**src/rtl/dso_pkg.sv**
```systemverilog
// Shared definitions for the scope command path: slave select codes,
// SPI master state encoding and the select decoder.
package dso_pkg;

  localparam logic [2:0] SS_CH1  = 3'b001;
  localparam logic [2:0] SS_CH2  = 3'b010;
  localparam logic [2:0] SS_CH3  = 3'b011;
  localparam logic [2:0] SS_EEP  = 3'b100;
  localparam logic [2:0] SS_TRIG = 3'b111;

  typedef enum logic [1:0] {
    IDLE,
    FRONT,
    SHIFT,
    BACK
  } spi_state_t;

  // Active-low select bundle, one bit per slave.
  typedef struct packed {
    logic trig;
    logic ch1;
    logic ch2;
    logic ch3;
    logic eep;
  } ss_n_t;

  function automatic ss_n_t ss_decode(input logic [2:0] code);
    ss_n_t n;
    n = '1;
    case (code)
      SS_CH1:  n.ch1  = 1'b0;
      SS_CH2:  n.ch2  = 1'b0;
      SS_CH3:  n.ch3  = 1'b0;
      SS_EEP:  n.eep  = 1'b0;
      SS_TRIG: n.trig = 1'b0;
      default: ;
    endcase
    return n;
  endfunction

endpackage

```
**src/rtl/spi_mstr_if.sv**
```systemverilog
// Dispatcher-side handshake plus the SPI bus pins of the SPI master.
interface spi_mstr_if;

  logic        wrt_SPI;
  logic [15:0] SPI_data;
  logic [2:0]  ss;
  logic        MISO;
  logic        SCLK;
  logic        MOSI;
  logic        trig_ss_n;
  logic        ch1_ss_n;
  logic        ch2_ss_n;
  logic        ch3_ss_n;
  logic        EEP_ss_n;
  logic        SPI_done;
  logic [15:0] SPI_rd_data;

  modport master (
    input  wrt_SPI, SPI_data, ss, MISO,
    output SCLK, MOSI, trig_ss_n, ch1_ss_n, ch2_ss_n, ch3_ss_n, EEP_ss_n,
           SPI_done, SPI_rd_data
  );

  modport slave (
    output wrt_SPI, SPI_data, ss, MISO,
    input  SCLK, MOSI, trig_ss_n, ch1_ss_n, ch2_ss_n, ch3_ss_n, EEP_ss_n,
           SPI_done, SPI_rd_data
  );

endinterface

```
**src/rtl/spi_sclk_gen.sv**
```systemverilog
// SCLK generator: counts SCLK_HALF clks per half period, toggles SCLK at each
// half-period end unless held high, and flags the clk on which SCLK flips.
module spi_sclk_gen #(
  parameter int unsigned SCLK_HALF = 16
) (
  input  logic clk,
  input  logic rst,
  input  logic en,
  input  logic clr,
  input  logic hold,
  output logic sclk,
  output logic sclk_rise,
  output logic sclk_fall,
  output logic half_end
);

  localparam int unsigned CNT_W = $clog2(SCLK_HALF);

  logic [CNT_W-1:0] cnt_q, cnt_d;
  logic             sclk_q, sclk_d;
  logic             toggle;

  always_comb begin
    half_end = en && (cnt_q == CNT_W'(SCLK_HALF - 1));
    toggle   = half_end && !hold;
    cnt_d    = cnt_q;
    sclk_d   = sclk_q;
    if (clr) begin
      cnt_d  = '0;
      sclk_d = 1'b1;
    end else if (en) begin
      cnt_d = half_end ? '0 : cnt_q + 1'b1;
      if (toggle) sclk_d = ~sclk_q;
    end
  end

  // Strobes are high in the cycle before the edge at which SCLK flips.
  assign sclk_rise = toggle && !sclk_q;
  assign sclk_fall = toggle && sclk_q;
  assign sclk      = sclk_q;

  always_ff @(posedge clk) begin
    if (rst) begin
      cnt_q  <= '0;
      sclk_q <= 1'b1;
    end else begin
      cnt_q  <= cnt_d;
      sclk_q <= sclk_d;
    end
  end

endmodule

```
**src/rtl/spi_mstr.sv**
```systemverilog
// 16-bit full-duplex SPI master (CPOL=1, CPHA=1) driving the trigger DAC,
// three gain pots and the EEPROM; returns the received word with SPI_done.
module spi_mstr
  import dso_pkg::*;
#(
  parameter int unsigned SCLK_HALF = 16
) (
  input  logic          clk,
  input  logic          rst,
  spi_mstr_if.master    bus
);

  spi_state_t  state_q, state_d;
  logic [15:0] shift_q, shift_d;
  logic [2:0]  ss_lat_q, ss_lat_d;
  logic [4:0]  bit_cnt_q, bit_cnt_d;
  logic        smpl_q, smpl_d;
  logic        run_q, run_d;
  logic        mosi_q, mosi_d;
  logic        done_q, done_d;
  logic [15:0] rd_data_q, rd_data_d;
  ss_n_t       ss_n_q, ss_n_d;

  logic gen_clr, gen_hold;
  logic sclk, sclk_rise, sclk_fall, half_end;

  spi_sclk_gen #(.SCLK_HALF(SCLK_HALF)) u_sclk_gen (
    .clk       (clk),
    .rst       (rst),
    .en        (run_q),
    .clr       (gen_clr),
    .hold      (gen_hold),
    .sclk      (sclk),
    .sclk_rise (sclk_rise),
    .sclk_fall (sclk_fall),
    .half_end  (half_end)
  );

  always_comb begin
    state_d   = state_q;
    shift_d   = shift_q;
    ss_lat_d  = ss_lat_q;
    bit_cnt_d = bit_cnt_q;
    smpl_d    = smpl_q;
    rd_data_d = rd_data_q;
    ss_n_d    = ss_n_q;
    done_d    = 1'b0;
    // Counter starts one clk after the start edge, giving the 1+34*SCLK_HALF latency.
    run_d     = (state_q != IDLE);
    gen_clr   = (state_q == IDLE);
    // After the 16th rise SCLK stays high through the last high half and BACK.
    gen_hold  = (state_q == BACK) || (bit_cnt_q == 5'd16);

    case (state_q)
      IDLE: begin
        if (bus.wrt_SPI) begin
          shift_d   = bus.SPI_data;
          ss_lat_d  = bus.ss;
          bit_cnt_d = '0;
          smpl_d    = 1'b0;
          ss_n_d    = ss_decode(bus.ss);
          state_d   = FRONT;
        end
      end
      FRONT: begin
        ss_n_d = ss_decode(ss_lat_q);
        // The first fall only starts the data phase; MOSI already holds bit 15.
        if (half_end) state_d = SHIFT;
      end
      SHIFT: begin
        ss_n_d = ss_decode(ss_lat_q);
        if (sclk_rise) begin
          smpl_d    = bus.MISO;
          bit_cnt_d = bit_cnt_q + 5'd1;
        end
        if (sclk_fall) shift_d = {shift_q[14:0], smpl_q};
        if (half_end && (bit_cnt_q == 5'd16)) state_d = BACK;
      end
      BACK: begin
        ss_n_d = ss_decode(ss_lat_q);
        if (half_end) begin
          shift_d   = {shift_q[14:0], smpl_q};
          rd_data_d = {shift_q[14:0], smpl_q};
          done_d    = 1'b1;
          ss_n_d    = '1;
          run_d     = 1'b0;
          state_d   = IDLE;
        end
      end
      default: state_d = IDLE;
    endcase

    mosi_d = shift_d[15];
  end

  always_ff @(posedge clk) begin
    if (rst) begin
      state_q   <= IDLE;
      shift_q   <= '0;
      ss_lat_q  <= '0;
      bit_cnt_q <= '0;
      smpl_q    <= 1'b0;
      run_q     <= 1'b0;
      mosi_q    <= 1'b0;
      done_q    <= 1'b0;
      rd_data_q <= '0;
      ss_n_q    <= '1;
    end else begin
      state_q   <= state_d;
      shift_q   <= shift_d;
      ss_lat_q  <= ss_lat_d;
      bit_cnt_q <= bit_cnt_d;
      smpl_q    <= smpl_d;
      run_q     <= run_d;
      mosi_q    <= mosi_d;
      done_q    <= done_d;
      rd_data_q <= rd_data_d;
      ss_n_q    <= ss_n_d;
    end
  end

  assign bus.SCLK        = sclk;
  assign bus.MOSI        = mosi_q;
  assign bus.trig_ss_n   = ss_n_q.trig;
  assign bus.ch1_ss_n    = ss_n_q.ch1;
  assign bus.ch2_ss_n    = ss_n_q.ch2;
  assign bus.ch3_ss_n    = ss_n_q.ch3;
  assign bus.EEP_ss_n    = ss_n_q.eep;
  assign bus.SPI_done    = done_q;
  assign bus.SPI_rd_data = rd_data_q;

endmodule

```
**src/flat_wrapper.sv**
```systemverilog
// flat-port wrapper written by rule: the top's interface ports become plain ports
module spi_mstr_flat import dso_pkg::*;
#(
  parameter int unsigned SCLK_HALF = 16
)
  (clk, rst, bus_wrt_SPI, bus_SPI_data, bus_ss, bus_MISO, bus_SCLK, bus_MOSI, bus_trig_ss_n, bus_ch1_ss_n, bus_ch2_ss_n, bus_ch3_ss_n, bus_EEP_ss_n, bus_SPI_done, bus_SPI_rd_data);
  spi_mstr_if bus_i ();
  input  logic clk;
  input  logic rst;
  input wire logic [$bits(bus_i.wrt_SPI)-1:0] bus_wrt_SPI;
  input wire logic [$bits(bus_i.SPI_data)-1:0] bus_SPI_data;
  input wire logic [$bits(bus_i.ss)-1:0] bus_ss;
  input wire logic [$bits(bus_i.MISO)-1:0] bus_MISO;
  output wire logic [$bits(bus_i.SCLK)-1:0] bus_SCLK;
  output wire logic [$bits(bus_i.MOSI)-1:0] bus_MOSI;
  output wire logic [$bits(bus_i.trig_ss_n)-1:0] bus_trig_ss_n;
  output wire logic [$bits(bus_i.ch1_ss_n)-1:0] bus_ch1_ss_n;
  output wire logic [$bits(bus_i.ch2_ss_n)-1:0] bus_ch2_ss_n;
  output wire logic [$bits(bus_i.ch3_ss_n)-1:0] bus_ch3_ss_n;
  output wire logic [$bits(bus_i.EEP_ss_n)-1:0] bus_EEP_ss_n;
  output wire logic [$bits(bus_i.SPI_done)-1:0] bus_SPI_done;
  output wire logic [$bits(bus_i.SPI_rd_data)-1:0] bus_SPI_rd_data;
  assign bus_i.wrt_SPI = bus_wrt_SPI;
  assign bus_i.SPI_data = bus_SPI_data;
  assign bus_i.ss = bus_ss;
  assign bus_i.MISO = bus_MISO;
  assign bus_SCLK = bus_i.SCLK;
  assign bus_MOSI = bus_i.MOSI;
  assign bus_trig_ss_n = bus_i.trig_ss_n;
  assign bus_ch1_ss_n = bus_i.ch1_ss_n;
  assign bus_ch2_ss_n = bus_i.ch2_ss_n;
  assign bus_ch3_ss_n = bus_i.ch3_ss_n;
  assign bus_EEP_ss_n = bus_i.EEP_ss_n;
  assign bus_SPI_done = bus_i.SPI_done;
  assign bus_SPI_rd_data = bus_i.SPI_rd_data;
  spi_mstr #(.SCLK_HALF(SCLK_HALF)) u_core (.clk(clk), .rst(rst), .bus(bus_i));
endmodule
```
**config.mk**
```make
export PLATFORM = sky130hd
export DESIGN_NAME = spi_mstr_flat
export DESIGN_NICKNAME = d
export VERILOG_FILES = /design/src/rtl/dso_pkg.sv /design/src/rtl/spi_mstr_if.sv /design/src/rtl/spi_sclk_gen.sv /design/src/rtl/spi_mstr.sv /design/src/flat_wrapper.sv
export SDC_FILE = /design/constraint.sdc
export NUM_CORES = 1
export LEC_CHECK = 0
export CAP_MARGIN = 20
export CORE_MARGIN = 8
export CORE_UTILIZATION = 48
export CTS_CLUSTER_DIAMETER = 150
export DETAILED_ROUTE_END_ITERATION = 10
export PLACE_DENSITY = 0.78
export SLEW_MARGIN = 15
export SYNTH_ARGS = -nofsm -noshare
export SYNTH_HDL_FRONTEND = slang
export SYNTH_SLANG_ARGS = --single-unit
```
**constraint.sdc**
```tcl
create_clock -name clk -period 1.9 [get_ports clk]
set_input_delay 0.38 -clock clk [delete_from_list [all_inputs] [get_ports clk]]
set_output_delay 0.38 -clock clk [all_outputs]
set_load 0.005 [all_outputs]
```
# Word-level counts from Yosys, hierarchy flattened
# Index checks and enable logic that the tools add are counted.
[totals]
register_bits = 55
input_bits = 23
output_inout_bits = 24
elab_cells = 94
[classes]
n_addsub = 2
n_eq_ne = 21
muxes = 32
bitwise_logic = 2
reduce_logical = 21
[op_table]
columns = ["op", "n"]
rows = [
  ["$mux 16", 3],
  ["$pmux 16 s3", 1],
  ["$mux 5", 4],
  ["$mux 1", 15],
  ["$pmux 5 s3", 1],
  ["$eq 3x2->1 const B", 4],
  ["$eq 3x3->1 const B", 4],
  ["$ne 2x1->1 const B", 5],
  ["$pmux 5 s2", 1],
  ["$mux 2", 4],
  ["$pmux 2 s4", 1],
  ["$reduce_and 4->1", 2],
  ["$eq 3x1->1 const B", 2],
  ["$reduce_and 2->1", 3],
  ["$reduce_or 2->1", 3],
  ["$add 5x1->5 const B", 1],
  ["$eq 5x5->1 const B", 1],
  ["$logic_and 1x1->1", 5],
  ["$add 4x1->4 const B", 1],
  ["$eq 2x2->1 const B", 2],
  ["$eq 4x4->1 const B", 1],
  ["$mux 4", 1],
  ["$reduce_bool 2->1", 2],
  ["$reduce_and 3->1", 1],
  ["other kinds (8)", 10],
]

# Longest topological paths before layout
# Gate-level depths: netlist of run 1.
[logic_depth]
depth_word = 7
mapped_depth = 7
mapped_depth_nobuf = 6

# By module
# From an unflattened synthesis of run 1, not the netlist that was laid out.
[unflattened]
hier_cells = 286
area_unflattened_um2 = 2628.8
[modules_own_cells]
columns = ["module", "n_inst", "cells_each", "area_each_um2", "seq_area_each_um2"]
rows = [
  ["spi_mstr", 1, 262, 2398.6, 1001.0],
  ["spi_sclk_gen", 1, 24, 230.2, 100.1],
]

# Worst setup path before layout of run 1
# No wires, ideal clock.
[synth_path]
kind = "register to register"
startpoint = "register u_core.bit_cnt_q[0]"
endpoint = "register u_core.mosi_q, in the netlist u_core.bus.MOSI"
setup_time_ns = 0.121
arrival_time_ns = 1.705
setup_slack_ns = 0.073
stages_incl_launch_ff = 8
n_path_buf = 1
period_less_slack_ns = 1.827
cell_sequence = "dfxtp_1 > inv_1 > ha_1 > and4bb_4 > nor4b_4 > o21ai_4 > buf_6 > mux2_4"
[synth_between]
elab_chain_len = 7
[synth_lines]
columns = ["item", "line", "rtl"]
rows = [
  ["from (decl)", "spi_mstr.sv:16", "logic [4:0] bit_cnt_q, bit_cnt_d;"],
  ["from (signal assigned)", "spi_mstr.sv:112", "bit_cnt_q <= bit_cnt_d;"],
  ["$eq 5x5->1", "spi_mstr.sv:52", "gen_hold = (state_q == BACK) || (bit_cnt_q == 5'd16);"],
  ["$logic_or 1x1->1", "spi_mstr.sv:52", ""],
  ["$logic_not 1->1", "spi_sclk_gen.sv:25", "toggle = half_end && !hold;"],
  ["$logic_and 1x1->1", "spi_sclk_gen.sv:25", ""],
  ["$logic_and 1x1->1", "spi_sclk_gen.sv:39", "assign sclk_fall = toggle && sclk_q;"],
  ["$ne 2x1->1 (no source line)", "n/a", ""],
  ["$reduce_and 4->1 (no source line)", "n/a", ""],
  ["to (signal assigned)", "spi_mstr.sv:115", "mosi_q <= mosi_d;"],
  ["to (decl)", "spi_mstr.sv:19", "logic mosi_q, mosi_d;"],
]
# Every way passes these cells.
# A chain may end at the register's enable or synchronous reset.

# Worst setup path after layout of run 1
[layout_path]
startpoint = "register u_core.u_sclk_gen.cnt_q[0]"
endpoint = "register u_core.shift_q[6]"
[layout_between]
elab_chain_len = 6
elab_cells_between_ends = 7
classes_between = "eq/ne (3); reduce/logical (4)"
[layout_lines]
columns = ["item", "line", "rtl"]
rows = [
  ["from (decl)", "spi_sclk_gen.sv:19", "logic [CNT_W-1:0] cnt_q, cnt_d;"],
  ["from (signal assigned)", "spi_sclk_gen.sv:47", "cnt_q <= cnt_d;"],
  ["$eq 4x4->1 (*)", "spi_sclk_gen.sv:24", "half_end = en && (cnt_q == CNT_W'(SCLK_HALF - 1));"],
  ["$logic_and 1x1->1 (*)", "spi_sclk_gen.sv:24", ""],
  ["$logic_and 1x1->1", "spi_sclk_gen.sv:25", ""],
  ["$logic_and 1x1->1", "spi_sclk_gen.sv:39", ""],
  ["$ne 2x1->1 (no source line)", "n/a", ""],
  ["$reduce_and 4->1 (no source line) (*)", "n/a", ""],
  ["to (signal assigned)", "spi_mstr.sv:110", "shift_q <= shift_d;"],
  ["to (decl)", "spi_mstr.sv:14", "logic [15:0] shift_q, shift_d;"],
]
# Every way passes the cells marked *; elsewhere a longest branch is shown, timed or not.

==> flow_summary.toml, run 1 <==
[critical_path]
r2r_end = "u_core.shift_q[6]$_SDFFE_PP0P_"
critPathArrivalTime_ns = 2.02
timing.rr.start = "u_core.u_sclk_gen.cnt_q[0]$_SDFFE_PP0P_"
crit_required_ns = 2.11
start_kind = "flop"
crit_path_max_fanout = 16
timing.critical_path.buf_inv = 1
critPathSlowestCell = "dfxtp_1"
crit_path_end_kind = "flop"
worstRegToRegCells = 6
rrSetupSlack_ns = 0.08
slowest_delay_ns = 0.39
path_cells = "ha_1, nand4_2, a21oi_1, o21ai_4, buf_12, mux2_4"
worstSetupPathType = "reg2reg"
path_delay_family = "compound AO/OA/AOI/OAI gates"

[logic_synthesis]
synth-compound-area-share_pct = 17.98
yosys.cell_types.count = 48
synth_mux_area_share_pct = 8.967
syn_inst = 328
synth-xor-area-share_pct = 0.6341
async_reset_ff_share_pct = 0
syn_avg_cell_area_sq_um = 8.423
synth_top_family_by_area = "simple AND/OR/NAND/NOR gates"
synthSimpleGateAreaFrac_pct = 24.64
ys_seq_area_share_pct = 39.86
syn_area_sq_um = 2763
synthAdderAreaFrac_pct = 3.623
synth-edff-count = 0
synth_flop_cell = "dfxtp_1"
synth-seq-cells = 55
yosysWarnings = 0
synth_nets = 359

[power_and_ir_drop]
p_leak_nw = 1.339
p_comb_share_pct = 41.8
ir_drop_v = 0.0005917
p_int_mw = 2.689
power.density_nw_per_um2 = 1146
pwr-share-seq_pct = 38.9
sw_frac_of_total_pct = 33.44
p_sw_mw = 1.351
clkPwrFrac_pct = 19.3

[timing]
finalHoldViolations = 0
max_freq_mhz = 549.9
setup_viol = 0
worstMarginPinSlew_ns = 0.6347
drv_slew = 0
rsz0062_at_grt = "false"
layout_worst_path_cycle_share_pct = 95.71
fin_crit_ns = 1.819
setup_tns_ns = 0
finClkSkew_ns = 0.007633
slew_headroom_pct = 57.64

[finish]
drive_gt1_share_pct = 15.14
diodes = 0
num-fill-cells = 499
syn_to_final_growth_pct = 27.58
fin_util_pct = 63.62
final_nets = 413

[global_routing]
grt_max_degree = 28
grt-ovfl-total = 0
grt_pass1_wl_mm = 10.92
grt_pass1_vias = 2338
grt_usage_pct = 15.34
antenna_found_initial = 0

[cts]
cts_tree = "done"
cts_hold_buf = 0
clk_path_buf_depth = 2
cts.root.buffer_cell = "clkbuf_8"
path_clk_slew_ns = 0.10
htreeDepth = 2
worstSkewPairLatency_ns = 0.31
cts_buffers = 5
cts_sinks = 55

[floorplan]
die_x_um = 91.87
ios = 47
initial_core_util_pct = 49.86
dieArea_sq_um = 8439
coreArea_sq_um = 5540
die_y_um = 91.87
rows = 27

[drt]
drc = 0
wirelength_mm = 6.645
via_count = 2476
drtAntennaViolNets = 0
dr.pass1.iters = 4
vias_per_cell = 5.442
wl_per_cell_um = 14.60
drt_iter0_drc = 148

[outcome]
status = "finished clean"

[min_path]
min-delay-start = "u_core.bus.SPI_rd_data[14]$_SDFFE_PP0P_"
hold_path_class = "reg2reg"
min_path_cells = 2
holdPathEnd = "u_core.bus.SPI_rd_data[14]$_SDFFE_PP0P_"

[placement]
place_congestion = 0.8541
port_buffers = 46
hpwl_mm = 4.597

[run]
drv_cap = 0
==> cell usage after synthesis, drive strengths merged (3+ instances only) <==
cell type | number | area [sq um]
nand2 | 61 | 229.0
dfxtp | 55 | 1101
a21oi | 39 | 195.2
o21ai | 27 | 146.4
clkbuf | 19 | 72.56
nor2b | 18 | 112.6
mux2 | 16 | 217.7
nor2 | 12 | 45.04
ha | 8 | 100.1
nand3 | 7 | 35.03
a31oi | 5 | 31.28
buf | 5 | 31.28
inv | 4 | 15.01
nand4 | 4 | 31.28
nor3 | 4 | 20.02
nor4b | 4 | 50.05
mux2i | 3 | 30.03
nand2b | 3 | 18.77
or3 | 3 | 18.77
==> power by group through the flow <==
stage / sequential [mW] / clock (mW) / combinational, mW
after global placement: 1.58 / 0 / 1.56
after CTS: 1.57 / 0.797 / 1.68
after floorplan: 1.54 / 0 / 1.15
final: 1.57 / 0.781 / 1.69
after detailed placement: 1.59 / 0 / 1.60
after global routing: 1.61 / 0.854 / 1.85
==> cell usage in the layout, fill, tap and decap left out, types with 2 or more instances in the layout <==
master / synthesis / final
a211oi_1: 2 / 2
a21oi_1: 39 / 39
a31oi_1: 5 / 5
a41oi_1: 2 / 2
and3b_1: 2 / 2
buf_4: 0 / 24
clkbuf_8: 0 / 5
clkdlybuf4s50_1: 0 / 45
dfxtp_1: 55 / 55
ha_1: 8 / 8
inv_1: 4 / 4
mux2_2: 6 / 6
mux2_4: 10 / 10
mux2i_1: 3 / 3
nand2_1: 61 / 61
nand2b_1: 3 / 3
nand3_1: 7 / 7
nand4_1: 3 / 3
nand4b_1: 2 / 2
nor2_1: 12 / 10
nor2_2: 0 / 2
nor2b_1: 18 / 18
nor3_1: 4 / 4
nor4b_1: 3 / 3
o211ai_1: 2 / 2
o21ai_0: 26 / 26
o21bai_1: 2 / 2
o221ai_1: 2 / 2
or3_1: 3 / 3
xor2_1: 2 / 2
==> worst register-to-register path, delay by kind of cell (launching register included) <==
family          cells  cell delay, ns
compound gates      2            0.44
flops               1            0.39
mux                 1            0.30
fa+ha+maj           1            0.21
simple gates        1            0.21
buf+inv             1            0.17
==> worst max path at each step <==
stage / slack, ns / end / start / cells past startpoint
5_1_grt: 0.01 / u_core.bit_cnt_q[1]$_SDFFE_PP0P_ / u_core.state_q[0]$_SDFFE_PP0P_ / 5
3_5_place_dp: -0.08 / u_core.shift_q[4]$_SDFFE_PP0P_ / u_core.state_q[1]$_SDFFE_PP0P_ / 5
4_1_cts: 0.05 / u_core.bit_cnt_q[1]$_SDFFE_PP0P_ / u_core.state_q[0]$_SDFFE_PP0P_ / 5
6_report: 0.08 / u_core.shift_q[6]$_SDFFE_PP0P_ / u_core.u_sclk_gen.cnt_q[0]$_SDFFE_PP0P_ / 6
3_3_place_gp: -0.04 / u_core.shift_q[4]$_SDFFE_PP0P_ / u_core.state_q[1]$_SDFFE_PP0P_ / 5
2_1_floorplan: 0.07 / u_core.bus.MOSI$_SDFFE_PP0P_ / u_core.bit_cnt_q[0]$_SDFFE_PP0P_ / 7
==> through the flow <==
step	cells	hold WS (ns)	total power, mW	cell area (sq um)	setup slack, ns
after floorplan	328	0.4368	2.689	2763	0.07336
after global routing	455	0.4742	4.310	3525	0.01458
final	455	0.4603	4.041	3525	0.08144
after detailed placement	446	0.4467	3.190	3385	-0.08203
after global placement	446	0.4427	3.143	3385	-0.04190
after CTS	455	0.4609	4.049	3518	0.05353
==> layer usage <==
layer  GRT usage, %  part of all wire [%]  vias to the layer above
met1          19.15                    46                     1169
met3          3.097                   4.0                        7
met2          25.45                    48                       50
met4          5.638                   1.4                        0
met5              0                     0                        -
li1               -                     -                     1250
==> layout make-up <==
class                      count  area [sq um]  share of cell area (%)
multi-input combinational    245          1551                   44.02
sequential                    55          1101                   31.24
timing repair buffer          71         655.6                   18.60
tap                           72         90.09                   2.556
clock buffer                   6         72.57                   2.059
clock inverter                 2         38.79                   1.100
inverter                       4         15.01                  0.4260
==> flip-flops by register name, summed over array words and instances (netlist names) <==
signal	flops
u_core.u_sclk_gen.cnt_q	4
u_core.bus.ch2_ss_n	1
u_core.bus.SPI_done	1
u_core.bus.EEP_ss_n	1
u_core.smpl_q	1
u_core.bit_cnt_q	5
u_core.run_q	1
u_core.bus.ch1_ss_n	1
u_core.bus.SPI_rd_data	16
u_core.shift_q	15
u_core.bus.MOSI	1
u_core.ss_lat_q	3
u_core.bus.ch3_ss_n	1
u_core.u_sclk_gen.sclk	1
u_core.bus.trig_ss_n	1
u_core.state_q	2
==> logic make-up (layout without fill, tap and decap cells) <==
family,after synthesis,in the layout
and+or+nand+nor,130,130
AOI/OAI and AO/OA,86,86
DFF,55,55
buffers and inverters,28,83
muxes,19,19
adders and majority gates,8,8
xor gates and xnor gates,2,2
==> what timing repair did <==
| item | CTS | global route |
|---|---|---|
| buffers inserted | 1 | 0 |
| setup endpoints to repair | 16 | 3 |
| gates resized for setup | 1 | 2 |
| gates cloned | 0 | 0 |
| hold endpoints to repair | 0 | 0 |
| pin swaps | 1 | 0 |
No activity file was read; power rests on OpenSTA's default activity.
==> run 2: changes to the inputs <==
--- a/config.mk
+++ b/config.mk
@@ -5,6 +5,7 @@
 export SDC_FILE = /design/constraint.sdc
 export NUM_CORES = 1
 export LEC_CHECK = 0
+export ABC_CLOCK_PERIOD_IN_PS = 1900
 export CAP_MARGIN = 20
 export CORE_MARGIN = 8
 export CORE_UTILIZATION = 48
==> results of run 2 <==
No change in the layout: final DEF, timing and power equal those of run 1.
